$ cat src/rtl/sync_fifo.sv
// Single-clock FIFO: register-array storage with pointers, occupancy count,
// almost-flags, sticky overflow/underflow and registered or FWFT read.
module sync_fifo #(
    parameter int ASIZE     = 4,
    parameter int WSIZE     = 8,
    parameter int AFULL_TH  = (1 << ASIZE) - 2,
    parameter int AEMPTY_TH = 2,
    parameter int FWFT      = 0
) (
    input  logic             clk,
    input  logic             rst,
    input  logic             wen,
    input  logic [WSIZE-1:0] wdata,
    input  logic             ren,
    output logic [WSIZE-1:0] rdata,
    output logic             rvalid,
    output logic             full,
    output logic             empty,
    output logic             afull,
    output logic             aempty,
    output logic [ASIZE:0]   count,
    output logic             ovf,
    output logic             udf
);
    localparam int DEPTH = 1 << ASIZE;
    localparam logic [ASIZE:0] ONE_C     = {{ASIZE{1'b0}}, 1'b1};
    localparam logic [ASIZE:0] ZERO_C    = {(ASIZE+1){1'b0}};
    localparam logic [ASIZE:0] DEPTH_C   = (ASIZE+1)'(DEPTH);
    localparam logic [ASIZE:0] AFULL_C   = (ASIZE+1)'(AFULL_TH);
    localparam logic [ASIZE:0] AEMPTY_C  = (ASIZE+1)'(AEMPTY_TH);

    logic [WSIZE-1:0] mem_r [DEPTH];
    logic [ASIZE:0]   wptr_r, rptr_r, count_r;
    logic             full_r, empty_r, afull_r, aempty_r, ovf_r, udf_r;
    logic             wacc_s, racc_s;
    logic [ASIZE:0]   wptr_nxt_s, rptr_nxt_s, count_nxt_s;

    // Acceptance uses the registered flags only, so a same-cycle read never frees space for a write.
    always_comb begin
        wacc_s      = wen && !full_r;
        racc_s      = ren && !empty_r;
        wptr_nxt_s  = wptr_r;
        rptr_nxt_s  = rptr_r;
        if (wacc_s) begin
            wptr_nxt_s = wptr_r + ONE_C;
        end else begin
            wptr_nxt_s = wptr_r;
        end
        if (racc_s) begin
            rptr_nxt_s = rptr_r + ONE_C;
        end else begin
            rptr_nxt_s = rptr_r;
        end
        count_nxt_s = wptr_nxt_s - rptr_nxt_s;
    end

    // Pointer, occupancy and flag registers; flags are precomputed from next-state count.
    always_ff @(posedge clk) begin
        if (rst) begin
            wptr_r   <= ZERO_C;
            rptr_r   <= ZERO_C;
            count_r  <= ZERO_C;
            full_r   <= 1'b0;
            empty_r  <= 1'b1;
            afull_r  <= 1'b0;
            aempty_r <= 1'b1;
            ovf_r    <= 1'b0;
            udf_r    <= 1'b0;
        end else begin
            wptr_r   <= wptr_nxt_s;
            rptr_r   <= rptr_nxt_s;
            count_r  <= count_nxt_s;
            full_r   <= (count_nxt_s == DEPTH_C);
            empty_r  <= (count_nxt_s == ZERO_C);
            afull_r  <= (count_nxt_s >= AFULL_C);
            aempty_r <= (count_nxt_s <= AEMPTY_C);
            ovf_r    <= ovf_r | (wen & full_r);
            udf_r    <= udf_r | (ren & empty_r);
        end
    end

    // Storage write; contents survive reset on purpose.
    always_ff @(posedge clk) begin
        if (wacc_s && !rst) begin
            mem_r[wptr_r[ASIZE-1:0]] <= wdata;
        end
    end

    generate
        if (FWFT == 0) begin : g_reg_read
            logic [WSIZE-1:0] rdata_r;
            logic             rvalid_r;

            // Registered read: data and valid appear one edge after an accepted pop.
            always_ff @(posedge clk) begin
                if (rst) begin
                    rdata_r  <= {WSIZE{1'b0}};
                    rvalid_r <= 1'b0;
                end else if (racc_s) begin
                    rdata_r  <= mem_r[rptr_r[ASIZE-1:0]];
                    rvalid_r <= 1'b1;
                end else begin
                    rvalid_r <= 1'b0;
                end
            end

            assign rdata  = rdata_r;
            assign rvalid = rvalid_r;
        end else begin : g_fwft_read
            // Head word is shown directly; ren acknowledges it.
            assign rdata  = mem_r[rptr_r[ASIZE-1:0]];
            assign rvalid = !empty_r;
        end
    endgenerate

    assign full   = full_r;
    assign empty  = empty_r;
    assign afull  = afull_r;
    assign aempty = aempty_r;
    assign count  = count_r;
    assign ovf    = ovf_r;
    assign udf    = udf_r;
endmodule

$ cat config.mk
export PLATFORM = sky130hd
export DESIGN_NAME = sync_fifo
export DESIGN_NICKNAME = d
export VERILOG_FILES = /design/src/rtl/sync_fifo.sv
export SDC_FILE = /design/constraint.sdc
export NUM_CORES = 1
export LEC_CHECK = 0
export BUFFER_PORTS_ARGS = -buffer_cell sky130_fd_sc_hd__buf_2
export CORE_ASPECT_RATIO = 0.6
export CORE_MARGIN = 2
export CORE_UTILIZATION = 40
export DETAILED_ROUTE_END_ITERATION = 8
export PLACE_DENSITY_LB_ADDON = 0.2
export SETUP_SLACK_MARGIN = 0.1
export SLEW_MARGIN = 0
export SYNTH_ARGS = -nofsm -noshare
export SYNTH_HDL_FRONTEND = slang
export SYNTH_SLANG_ARGS = --single-unit
$ cat constraint.sdc
create_clock -name clk -period 4.3 [get_ports clk]
set_input_delay 0.43 -clock clk [delete_from_list [all_inputs] [get_ports clk]]
set_output_delay 0.43 -clock clk [all_outputs]
set_load 0.01 [all_outputs]
Yosys cells after proc, flatten, opt, wreduce, memory -nomap -nowiden:

Memories as Yosys holds them, arrays and structs flattened. A register that Yosys moved wholly into a read port is not among the register bits.
Index checks and enable logic that the tools add are counted.

* flip-flop bits (word level): 22
* bits in writable memories: 128
* input port bits: 12
* memories kept: 1

* $add $sub $neg: 3
* magnitude comparators: 2
* equality and inequality tests: 1
* muxes and demuxes: 5
* bitwise gates (word level): 4
* reductions and logical operators: 7

Memory list
* mem_r: words 16, bits a word 8, rd ports 1, clocked after Yosys merged registers in 1, write ports 1, line 32 `logic [WSIZE-1:0] mem_r [DEPTH];`

Operators with widths (number)
* adder 5 x 1 -> 5 bit (second input constant): 2
* two-way mux 5 bit: 2
* == test 5 bit (second input constant): 1
* >= comparator 5 x 4 -> 1 bit (second input constant): 1
* less-or-equal comparator 5 x 2 -> 1 bit (second input constant): 1
* logical NOT 5 bit: 1
* subtractor 5 bit: 1
* logical AND 1 bit: 3
* logical NOT 1 bit: 3
* two-way mux 1 bit: 3
* bitwise AND 1 bit: 2
* OR 1 bit: 2

Depth between registers and ports, before layout:

Gate-level depths: netlist of the first run.

* depth after elaboration: 5
* gate-level depth with buffers: 12

Least setup slack after synthesis of the first run:

Ideal clock, no wire load.

* path type: reg2reg
* from: reg empty_r (netlist: empty)
* to: reg empty_r (netlist: empty)
* library setup time: 60 ps
* data arrival time: 2511 ps
* slack: 1729 ps
* stages on the path, launching flop included: 12
* buffers on the path: 1
* period minus slack after synthesis: 2571 ps
* cell sequence: dfxtp_1 > nand2b_4 > clkbuf_1 > xnor2_1 > ha_1 > inv_1 > ha_1 > or2_2 > a211oi_1 > nor2_1 > xnor2_1 > a41o_1

* longest elaborated chain between the ends: 5

RTL lines
* from (decl): line 34 `logic full_r, empty_r, afull_r, aempty_r, ovf_r, udf_r;`
* from (signal assigned): line 74 `empty_r <= (count_nxt_s == ZERO_C);`
* logical NOT 1 bit: line 41 `racc_s = ren && !empty_r;`
* logical AND 1 bit: line 41
* two-way mux 5 bit: line 49 `if (racc_s) begin`
* named net rptr_nxt_s[0]: line 36 `logic [ASIZE:0] wptr_nxt_s, rptr_nxt_s, count_nxt_s;`
* subtractor 5 bit: line 54 `count_nxt_s = wptr_nxt_s - rptr_nxt_s;`
* logical NOT 5 bit: line 74

The timed path passes the listed nets, and every way through them passes these cells.
A chain may end at the register's enable or synchronous reset.

Worst setup path after layout of the first run:

* from: reg rptr_r[0]
* to: reg empty_r (netlist: empty)

* longest elaborated chain between the ends: 4

RTL lines
* from (decl): line 33 `logic [ASIZE:0] wptr_r, rptr_r, count_r;`
* from (signal assigned): line 71 `rptr_r <= rptr_nxt_s;`
* adder 5 x 1 -> 5 bit: line 50 `rptr_nxt_s = rptr_r + ONE_C;`
* two-way mux 5 bit (*): line 49
* subtractor 5 bit (*): line 54
* logical NOT 5 bit (*): line 74

Mark *: on every way between the ends. The rest lies on a longest branch, timed or not.

==> metrics.md, run 1 <==
| Metric | Value |
|---|---|
| Fin crit period | 2.95 ns |
| Starting Density | 0.412 |
| P per Cell Area | 525 mW/mm2 |
| Worst Tran Pin Value | 0.701 ns |
| Routability Congestion | 0.764 |
| WHS Endpoint | udf |
| Clock transition at the registers of the reported paths | 0.07 ns |
| Dpl cell area | 0.00667 mm2 |
| Most frequent cells in the layout | 128 x edfxtp_1, 40 x mux4_2, 31 x buf_2, 29 x dfxtp_1, 21 x nor2_1 |
| First DRT Iteration DRCs | approximately 280 |
| Setup slack, reg-to-reg | about 1.4 ns |
| Via count | approximately 3.2k |
| Seq/Total Area, Yosys | 0.700 |
| Flop pwr share | 0.464 |
| Net Switching | 1000 uW |
| # hold bufs at CTS | 0 |
| Setup Crit Path Kind | reg2reg |
| Worst slack at placement | 1.33 ns |
| Delay-heaviest family, CP | flip-flops |
| Drt drc | 0 |
| Buf/Inv on CP | 0 |
| Final hold violations | 0 |
| HP Class | in2reg |
| RSZ-0062 raised after global routing | false |
| Ys async rst share | 0 |
| R2r startpoint | rptr_r[0] |
| Final instance area | 0.00725 mm2 |
| CP Launch Type | register |
| Row count | 35 |
| Worst skew pair latency | 0.42 ns |
| H-tree levels | 4 |
| DRT antenna net count | 0 |
| Pre-antenna DRT Iters | 5 |
| Post-synth EDFFs | 128 |
| GRT overflow | 0 |
| Slowest stage delay, CP | 0.69 ns |
| Ant diodes | 0 |
| Die Wd | 167 um |
| Post-synth top area share | 0.606 |
| Design Power | 3810 uW |
| Max-capacitance violation count | 0 |
| Die Y | 102 um |
| Logic pwr share | 0.158 |
| Drt via density | 5.26 |
| Vias in the first global route | 3131 |
| Most common cell after layout, fill and taps aside | edfxtp_1 |
| Die area | 0.0169 mm2 |
| Ys Warns | 0 |
| Final Setup Violations | 0 |
| Hold path start | ren |
| Final max-slew violation count | 0 |
| Port buffer count | 31 |
| Average size of a mapped cell | 18.1 um2 |
| Tcrit/Tclk final | 0.686 |
| Internal power | around 2800 uW |
| Status | finished clean |
| Final Util | 0.470 |
| Clk pwr share | 0.379 |
| Post-route setup slack | between 1 and 1.5 ns |
| Post-DP HPWL | 9090 um |
| FMAX | about 340 MHz |
| CP Data Arrival Time | 3.31 ns |
| Slowest stage cell, crit path | dfxtp_2 |
| Cells after Synth | 351 |
| Switching share of power | 0.263 |
| Leak Pwr | 0.00244 uW |
| Slew margin rel. | 0.532 |
| Post-CTS sizing | 0 |
| Top cells by area, synth | edfxtp_1 61%, mux4_2 14%, dfxtp_1 9.5%, and2_1 1.7%, ha_1 1.6% |
| Yosys cell types | between 40 and 50 |
| Wire per inst | 22.0 um |
| Crit Path Max Fanout | 16 |
| Post-Syn Area | 0.00635 mm2 |
| Synth area leader | edfxtp_1 |
| CTS Buf Count | 17 |
| Core box area | 0.0154 mm2 |
| Primary FF master, synth | edfxtp_1 |
| First-pass GRT wire length | ~20000 um |
| CP endpoint kind | register |
| Pin count of the biggest net entering global routing | 35 |
| Total GRT Usage | 0.166 |
| Setup TNS | 0 ns |
| CTS max path bufs | 2 |
| Clock Skews | roughly 0.011 ns |
| Area Growth Syn to Fin | 14.2% |
| Clock sinks | 158 |
| Initial antenna violation count | 0 |
| Share of cells above drive strength 1 | 0.293 |
| CTS Root Cell | clkbuf_16 |
| R2r worst-path depth | 9 |
| Io pins | 32 |
| Final Net Count | 406 |
| Critical Path, Cell by Cell | ha_1 -> mux2i_1 -> xnor2_1 -> ha_1 -> or2_2 -> a211oi_1 -> nor2_1 -> xnor2_1 -> a41o_1 |
| Peak supply drop | 242 uV |
| Detailed Route WL | approximately 13000 um |
| Worst hold path stage count | 3 |
| Worst EP required | 4.66 ns |
| Postcts setup bufs | 0 |
| Seq cells post-synth | 158 |
| Synthesized Nets | 371 |
| Worst R2R End | empty |
| CTS tree | done |
[kinds of logic (layout without fill, tap and decap cells)]
logic type	count (synthesis)	count (layout)	share of synthesized area
buf+inv	22	70	0.0187
xor+xnor	14	14	0.0215
simple gates	82	82	0.0698
mux	43	43	0.147
flops	158	158	0.700
fa+ha+maj	8	8	0.0158
compound gates	24	24	0.0270
[power by group through the flow]
| stage | Clock [uW] | Sequential (uW) | Combinational (uW) |
|---|---|---|---|
| 5_1_grt | 1520 | 1770 | 654 |
| 6_report | 1440 | 1760 | 601 |
| 3_3_place_gp | 0 | 1800 | 588 |
| 2_1_floorplan | 0 | 1800 | 398 |
| 4_1_cts | 1470 | 1770 | 602 |
| 3_5_place_dp | 0 | 1800 | 598 |
[cells in the mapped netlist (2+ instances only)]
master	instances
nor3_1	4
buf_6	2
ha_1	8
inv_1	5
o211a_1	2
clkbuf_1	6
nand3b_1	2
nor4_1	2
dfxtp_1	30
xor2_1	4
nand2_1	20
nor2_1	21
a21oi_1	13
and2_1	17
xnor2_1	9
nor2b_1	2
edfxtp_1	128
nand2b_1	2
mux4_2	40
buf_2	6
mux2i_1	2
[state kept, by name, summed over array words and instances, names as in the netlist, 5 cells and up]
name and cells:
rptr_r 5, wptr_r 5, mem_r 128, count 5, rdata 8
[how the worst max path moves through the flow]
stage | start | to | slack [ns] | cells after the start
2_1_floorplan | empty | empty | 1.73 | 11
3_3_place_gp | rptr_r[0] | empty | 1.40 | 9
3_5_place_dp | rptr_r[0] | empty | 1.33 | 9
4_1_cts | rptr_r[0] | empty | 1.31 | 9
5_1_grt | rptr_r[0] | empty | 1.01 | 9
6_report | rptr_r[0] | empty | 1.35 | 9
[worst reg2reg max path, delay by kind of cell (launching register included)]
kind,cells,cell delay [ns]
flops,1,0.69
fa+ha+maj,2,0.55
xor+xnor,2,0.50
compound gates,2,0.49
simple gates,2,0.41
mux,1,0.27
[layout make-up]
type	count	area (um2)
clock buffers	20	478
clock inverters	12	97.6
fillers	1308	8170
inverters	5	18.8
multi-input cells	171	1780
flip-flops and latches	158	4450
well taps	203	254
repair buffers	33	170
[metal layers]
| layer | wire, um | up-vias | global-route usage |
|---|---|---|---|
| met5 | 0 | - | 0 |
| met4 | 81 | 0 | 0.0497 |
| met3 | 876 | 7 | 0.0504 |
| met2 | 5030 | 90 | 0.206 |
| met1 | 7250 | 1631 | 0.272 |
| li1 | - | 1438 | - |
[stage by stage]
step / cells / hold slack, ns
6_report: 602 / 0.344
5_1_grt: 602 / 0.369
4_1_cts: 602 / 0.328
3_5_place_dp: 570 / 0.445
3_3_place_gp: 570 / 0.443
2_1_floorplan: 351 / 0.478
Power figures use the tool's default switching activity.
==> inputs of run 2 (changes only) <==
--- a/config.mk
+++ b/config.mk
@@ -5,6 +5,7 @@
 export SDC_FILE = /design/constraint.sdc
 export NUM_CORES = 1
 export LEC_CHECK = 0
+export ABC_AREA = 1
 export BUFFER_PORTS_ARGS = -buffer_cell sky130_fd_sc_hd__buf_2
 export CORE_ASPECT_RATIO = 0.6
 export CORE_MARGIN = 2
==> constraint.sdc (replaced) <==
create_clock -name clk -period 2.54 [get_ports clk]
set_input_delay 0.254 -clock clk [delete_from_list [all_inputs] [get_ports clk]]
set_output_delay 0.254 -clock clk [all_outputs]
set_load 0.01 [all_outputs]
==> run 2 against run 1 <==
Net effect: register-to-register slack got worse by 1.0 ns; non-clock buffer count increased by 26; final area grew 5.6%; setup slack got worse by 1.0 ns; critical path depth increased by 4; critical endpoint is now aempty.
==> metrics.md, run 2 <==
| Metric | Value |
|---|---|
| Vias in the first global route | 4304 (was 3131) |
| # hold bufs at CTS | 0 (unchanged) |
| Leak Pwr | 0.00284 uW (was 0.00244 uW) |
| Ys Warns | 0 (unchanged) |
| Largest register FFs | 128 (unchanged) |
| Synthesized Nets | 594 (was 371) |
| Design Power | 6230 uW (was 3810 uW) |
| Core box area | 0.0161 mm2 (was 0.0154 mm2) |
| Max-capacitance violation count | 0 (unchanged) |
| Port buffer count | 31 (unchanged) |
| Row count | 36 (was 35) |
| Wire per inst | 19.9 um (was 22.0 um) |
| Pin count of the biggest net entering global routing | 65 (was 35) |
| Post-synth EDFFs | 128 (unchanged) |
| CP Launch Type | register (unchanged) |
| HP Class | in2reg (unchanged) |
| Clock sinks | 158 (unchanged) |
| Worst skew pair latency | 0.42 ns (about the same) |
| GRT overflow | 0 (unchanged) |
| Pre-antenna DRT Iters | 5 (unchanged) |
| CP endpoint kind | register (unchanged) |
| Crit Path Max Fanout | 5 (was 16) |
| DRT antenna net count | 0 (unchanged) |
| CTS Root Cell | clkbuf_16 (unchanged) |
| Average size of a mapped cell | 11.4 um2 (was 18.1 um2) |
| First-pass GRT wire length | 25500 um (was 19700 um) |
| Die Y | 103 um (was 102 um) |
| Worst EP required | 2.86 ns (was 4.66 ns) |
| Peak supply drop | 345 uV (was 242 uV) |
| Via count | 4583 (was 3166) |
| CP Data Arrival Time | 2.56 ns (was 3.31 ns) |
| Drt drc | 0 (unchanged) |
| Seq cells post-synth | 158 (unchanged) |
| Post-synth top cells | 128 x edfxtp_1, 96 x nor2_1, 73 x o21ai_0, 66 x nand2_1, 30 x dfxtp_1 (was 128 x edfxtp_1, 40 x mux4_2, 30 x dfxtp_1, 21 x nor2_1, 20 x nand2_1) |
| Total GRT Usage | 0.203 (was 0.166) |
| Drt via density | 5.40 (was 5.26) |
| Post-DP HPWL | 11200 um (was 9090 um) |
| Final Setup Violations | 0 (unchanged) |
| Final max-slew violation count | 0 (unchanged) |
| Final Util | 0.476 (was 0.470) |
| Routability Congestion | 0.948 (was 0.764) |
| Area Growth Syn to Fin | 17.3% (was 14.2%) |
| Worst Tran Pin Value | 0.685 ns (was 0.701 ns) |
| Top cells by area, synth | edfxtp_1 59%, dfxtp_1 9.2%, o21ai_0 5.6%, nor2_1 5.5%, nand2_1 3.8% (was edfxtp_1 61%, mux4_2 14%, dfxtp_1 9.5%, and2_1 1.7%, ha_1 1.6%) |
| Most common cell after layout, fill and taps aside | edfxtp_1 (unchanged) |
| First DRT Iteration DRCs | 426 (was 283) |
| CTS max path bufs | 2 (unchanged) |
| Worst hold margin | 0.165 ns (was 0.344 ns) |
| Initial antenna violation count | 0 (unchanged) |
| Post-route setup slack | 0.303 ns (was 1.35 ns) |
| Cells after Synth | 574 (was 351) |
| Seq/Total Area, Yosys | 0.681 (was 0.700) |
| Setup Crit Path Kind | reg2reg (unchanged) |
| CTS tree | done (unchanged) |
| Tcrit/Tclk final | 0.881 (was 0.686) |
| Post-Syn Area | 0.00652 mm2 (was 0.00635 mm2) |
| Clock transition at the registers of the reported paths | 0.07 ns (about the same) |
| Status | finished clean (unchanged) |
| Ys async rst share | 0 (unchanged) |
| Final Net Count | 646 (was 406) |
| CTS Buf Count | 17 (unchanged) |
| Setup TNS | 0 ns (unchanged) |
| Most numerous cell in the Yosys netlist | edfxtp_1 (unchanged) |
| Starting Density | 0.406 (was 0.412) |
| FMAX | 447 MHz (was 339 MHz) |
| Die area | 0.0174 mm2 (was 0.0169 mm2) |
| Synth area leader | edfxtp_1 (unchanged) |
| Primary FF master, synth | edfxtp_1 (unchanged) |
| Detailed Route WL | 16900 um (was 13200 um) |
| P per Cell Area | 814 mW/mm2 (was 525 mW/mm2) |
| Most frequent cells in the layout | 128 x edfxtp_1, 95 x nor2_1, 73 x o21ai_0, 66 x nand2_1, 31 x buf_2 (was 128 x edfxtp_1, 40 x mux4_2, 31 x buf_2, 29 x dfxtp_1, 21 x nor2_1) |
| Worst slack at placement | 0.280 ns (was 1.33 ns) |
| Final hold violations | 0 (unchanged) |
| Die Wd | 169 um (was 167 um) |
| Slew margin rel. | 0.543 (was 0.532) |
| Fin crit period | 2.24 ns (was 2.95 ns) |
| Clock Skews | 0.0118 ns (was 0.0111 ns) |
| Post-synth top area share | 0.589 (was 0.606) |
| Io pins | 32 (unchanged) |
| Share of cells above drive strength 1 | 0.200 (was 0.293) |
| Yosys cell types | 27 (was 47) |
| H-tree levels | 4 (unchanged) |
| RSZ-0062 raised after global routing | false (unchanged) |
| Final-layout fill cell count | 1415 (was 1308) |
run 2: changes by cell type after synthesis, moves of 7 or more:
cell,previous run,this run
a21oi_1,13,21
and2_1,17,0
clkbuf_1,6,19
inv_1,5,24
inv_2,0,7
mux4_2,40,0
nand2_1,20,66
nand2_2,0,13
nand3_1,1,17
nor2_1,21,96
o21ai_0,0,73
o221ai_1,0,15
o22ai_1,0,17
xnor2_1,9,1
run 2: layer usage:
layer | share of wire | global-route usage | vias up
met3 | 0.069 | 0.0434 | 16
met5 | 0 | 0 | -
met4 | 0.0060 | 0.0537 | 0
met2 | 0.42 | 0.289 | 168
li1 | - | - | 2139
met1 | 0.50 | 0.313 | 2260
run 2: worst max-delay path, stage by stage, from the launching register on:
cell and delay (ns):
dfxtp_1 0.40, inv_1 0.11, ha_1 0.29, inv_1 0.05, o21ai_2 0.20, xor2_1 0.17
ha_1 0.18, nor2_2 0.05, o21ai_0 0.24, nand2_1 0.10, nand3_1 0.11, nand3_2 0.11
nand2_1 0.09, inv_1 0.04
run 2: worst paths after layout:
check | from | to | slack [ns] | depth (start not counted)
setup / recovery | wptr_r[0] | aempty | 0.30 | 13
hold / removal | ren | udf | 0.16 | 3
setup reg to reg | wptr_r[0] | aempty | 0.30 | 13
hold reg to reg | ovf | ovf | 0.47 | 2
run 2: timing repair:
item | in CTS | in global routing
resized for setup | 0 | 2
buffers inserted | 0 | 0
endpoints found under the setup margin | 0 | 5
run 2: report_power, final:
part	total [uW]	switching [uW]	internal, uW
Clock	2580	1030	1540
Sequential	2910	36.3	2870
Combinational	743	514	230
Total	6230	1580	4650
run 2: cell type report:
class / count / area (um2) / area share
sequential: 158 / 4450 / 0.581
multi-input combinational: 359 / 1860 / 0.244
clock buffer: 18 / 429 / 0.0561
timing repair buffer: 59 / 365 / 0.0478
tap: 209 / 262 / 0.0342
clock inverter: 14 / 165 / 0.0216
inverter: 31 / 116 / 0.0152
antenna: 1 / 2.50 / 0.000327
run 2: kinds of logic (layout without fill, tap and decap cells):
family,count (synthesis),after routing,share of synthesized area
AOI/OAI and AO/OA,129,129,0.111
xor gates and xnor gates,5,5,0.00671
adders and majority gates,8,8,0.0153
buffers and inverters,57,122,0.0339
DFF,158,158,0.681
other,0,1,0
and+or+nand+nor,217,217,0.152
run 2: stage by stage:
step | std cells | area [um2]
6_report | 849 | 7650
5_1_grt | 848 | 7650
4_1_cts | 848 | 7640
3_5_place_dp | 816 | 7050
3_3_place_gp | 816 | 7050
2_1_floorplan | 574 | 6520
==> inputs of run 3 (changes only) <==
--- a/config.mk
+++ b/config.mk
@@ -12,6 +12,7 @@
 export CORE_UTILIZATION = 40
 export DETAILED_ROUTE_END_ITERATION = 8
 export PLACE_DENSITY_LB_ADDON = 0.2
+export REMOVE_ABC_BUFFERS = 1
 export SETUP_SLACK_MARGIN = 0.1
 export SLEW_MARGIN = 0
 export SYNTH_ARGS = -nofsm -noshare
==> run 3 against run 2 <==
Net effect: critical path depth is 1 lower; routed wire length is 6.5% lower; sequential power hardly changed; via count is 3.2% lower; first-iteration DRC count is 15% lower; highest routed layer unchanged; non-clock buffer count is 3 lower.
==> metrics.md, run 3 (same netlist as run 2, synthesis figures left out) <==
| Metric | Value |
|---|---|
| Largest register FFs | 128 (unchanged) |
| Clock Skews | 0.0102 ns (was 0.0118 ns) |
| CTS tree | done (unchanged) |
| Setup TNS | 0 ns (unchanged) |
| Design Power | 6250 uW (was 6230 uW) |
| DRT antenna net count | 0 (unchanged) |
| Clock sinks | 158 (unchanged) |
| Worst EP required | 2.86 ns (about the same) |
| Pin count of the biggest net entering global routing | 66 (was 65) |
| Drt via density | 5.25 (was 5.40) |
| Starting Density | 0.406 (unchanged) |
| P per Cell Area | 818 mW/mm2 (was 814 mW/mm2) |
| Die area | 0.0174 mm2 (unchanged) |
| Critical Path, Cell by Cell | ha_1 -> o21ai_1 -> xor2_1 -> ha_1 -> nor2_1 -> inv_1 -> nand3_2 -> nand3_1 -> nand3_2 -> nand3_2 -> nand2_1 -> inv_1 (was inv_1 -> ha_1 -> inv_1 -> o21ai_2 -> xor2_1 -> ha_1 -> nor2_2 -> o21ai_0 -> nand2_1 -> nand3_1 -> nand3_2 -> nand2_1 -> inv_1) |
| Wire per inst | 18.7 um (was 19.9 um) |
| Leak Pwr | 0.00284 uW (about the same) |
| FMAX | 451 MHz (was 447 MHz) |
| CP Data Arrival Time | 2.54 ns (was 2.56 ns) |
| Pre-antenna DRT Iters | 5 (unchanged) |
| Total GRT Usage | 0.190 (was 0.203) |
| CTS Root Cell | clkbuf_16 (unchanged) |
| First-pass GRT wire length | 23900 um (was 25500 um) |
| Io pins | 32 (unchanged) |
| Core box area | 0.0161 mm2 (unchanged) |
| Most frequent cells in the layout | 128 x edfxtp_1, 96 x nor2_1, 73 x o21ai_0, 66 x nand2_1, 31 x buf_2 (was 128 x edfxtp_1, 95 x nor2_1, 73 x o21ai_0, 66 x nand2_1, 31 x buf_2) |
| Detailed Route WL | 15800 um (was 16900 um) |
| Setup Crit Path Kind | reg2reg (unchanged) |
| CP Launch Type | register (unchanged) |
| HP Class | in2reg (unchanged) |
| Final max-slew violation count | 0 (unchanged) |
| Die Y | 103 um (unchanged) |
| Buf/Inv on CP | 2 (was 3) |
| Fin crit period | 2.22 ns (was 2.24 ns) |
| Area Growth Syn to Fin | 17.1% (was 17.3%) |
| Vias in the first global route | 4151 (was 4304) |
| Final Setup Violations | 0 (unchanged) |
| Initial antenna violation count | 0 (unchanged) |
| Share of cells above drive strength 1 | 0.198 (was 0.200) |
| Routability Congestion | 0.853 (was 0.948) |
| Drt drc | 0 (unchanged) |
| Final instance area | 0.00764 mm2 (was 0.00765 mm2) |
| Final Net Count | 643 (was 646) |
| Slowest stage cell, crit path | o21ai_1 (was dfxtp_1) |
| Port buffer count | 31 (unchanged) |
| Crit Path Max Fanout | 4 (was 5) |
| Max-capacitance violation count | 0 (unchanged) |
| Final Util | 0.475 (was 0.476) |
| Slew margin rel. | 0.520 (was 0.543) |
| CTS Buf Count | 17 (unchanged) |
| Status | finished clean (unchanged) |
| GRT overflow | 0 (unchanged) |
| Via count | 4438 (was 4583) |
| RSZ-0062 raised after global routing | false (unchanged) |
| Ant diodes | 0 (was 1) |
| Post-DP HPWL | 10300 um (was 11200 um) |
| Worst hold margin | 0.150 ns (was 0.165 ns) |
| H-tree levels | 4 (unchanged) |
| Final hold violations | 0 (unchanged) |
| Most common cell after layout, fill and taps aside | edfxtp_1 (unchanged) |
| Worst Tran Pin Value | 0.718 ns (was 0.685 ns) |
| Clock transition at the registers of the reported paths | 0.06 ns (was 0.07 ns) |
| CP endpoint kind | register (unchanged) |
| Worst skew pair latency | 0.42 ns (about the same) |
| CTS max path bufs | 2 (unchanged) |
| Die Wd | 169 um (unchanged) |
| Peak supply drop | 317 uV (was 345 uV) |
| Tcrit/Tclk final | 0.873 (was 0.881) |
| Delay-heaviest family, CP | simple AND/OR/NAND/NOR gates (was adder cells) |
| Row count | 36 (unchanged) |
| Slowest stage delay, CP | 0.40 ns (about the same) |
| First DRT Iteration DRCs | 360 (was 426) |
| Dpl cell area | 0.00702 mm2 (was 0.00705 mm2) |
| Most common cell on crit path | nand3_2 (was inv_1) |
run 3: path summary, 6_finish.rpt:
| path | end | cells after the start | slack, ns | from |
|---|---|---|---|---|
| worst max-delay path | aempty | 12 | 0.32 | rptr_r[0] |
| worst min-delay path | udf | 3 | 0.15 | ren |
| worst max register to register | aempty | 12 | 0.32 | rptr_r[0] |
| worst min register to register | ovf | 2 | 0.47 | ovf |
run 3: final cells by class:
cell class	count	area (um2)
flip-flops and latches	158	4450
multi-input cells	359	1860
repair buffers	56	343
clock inverters	15	184
inverters	31	116
clock buffers	17	425
well taps	209	262
fillers	1425	8440
run 3: worst reg2reg max path: cells and delay by family (launching register included):
family                     cells  cell delay, ns
AOI/OAI and AO/OA              1            0.40
xor gates and xnor gates       1            0.13
adders and majority gates      2            0.48
buffers and inverters          2            0.10
DFF                            1            0.34
and+or+nand+nor                6            0.66
run 3: timing repair:
action | in CTS | in global routing
resized for setup | 0 | 1
setup buffers | 0 | 0
setup endpoints to repair | 0 | 2
hold buffers | 0 | 0
run 3: where the power goes:
group | switching [uW] | total, uW | internal, uW
Combinational | 492 | 719 | 227
Sequential | 35.6 | 2910 | 2870
Clock | 1060 | 2620 | 1560
run 3: through the flow:
step,std cells,setup slack (ns)
after floorplan,548,-1.11
after global placement,813,0.391
final,845,0.323
after global routing,845,0.133
after detailed placement,813,0.290
after CTS,845,0.269
run 3: routing by layer:
layer	up-vias	track usage	routed length, um
li1	2135	-	-
met1	2167	0.283	7920
met2	115	0.278	6820
met3	21	0.0376	818
met4	0	0.0690	235
met5	-	0	0
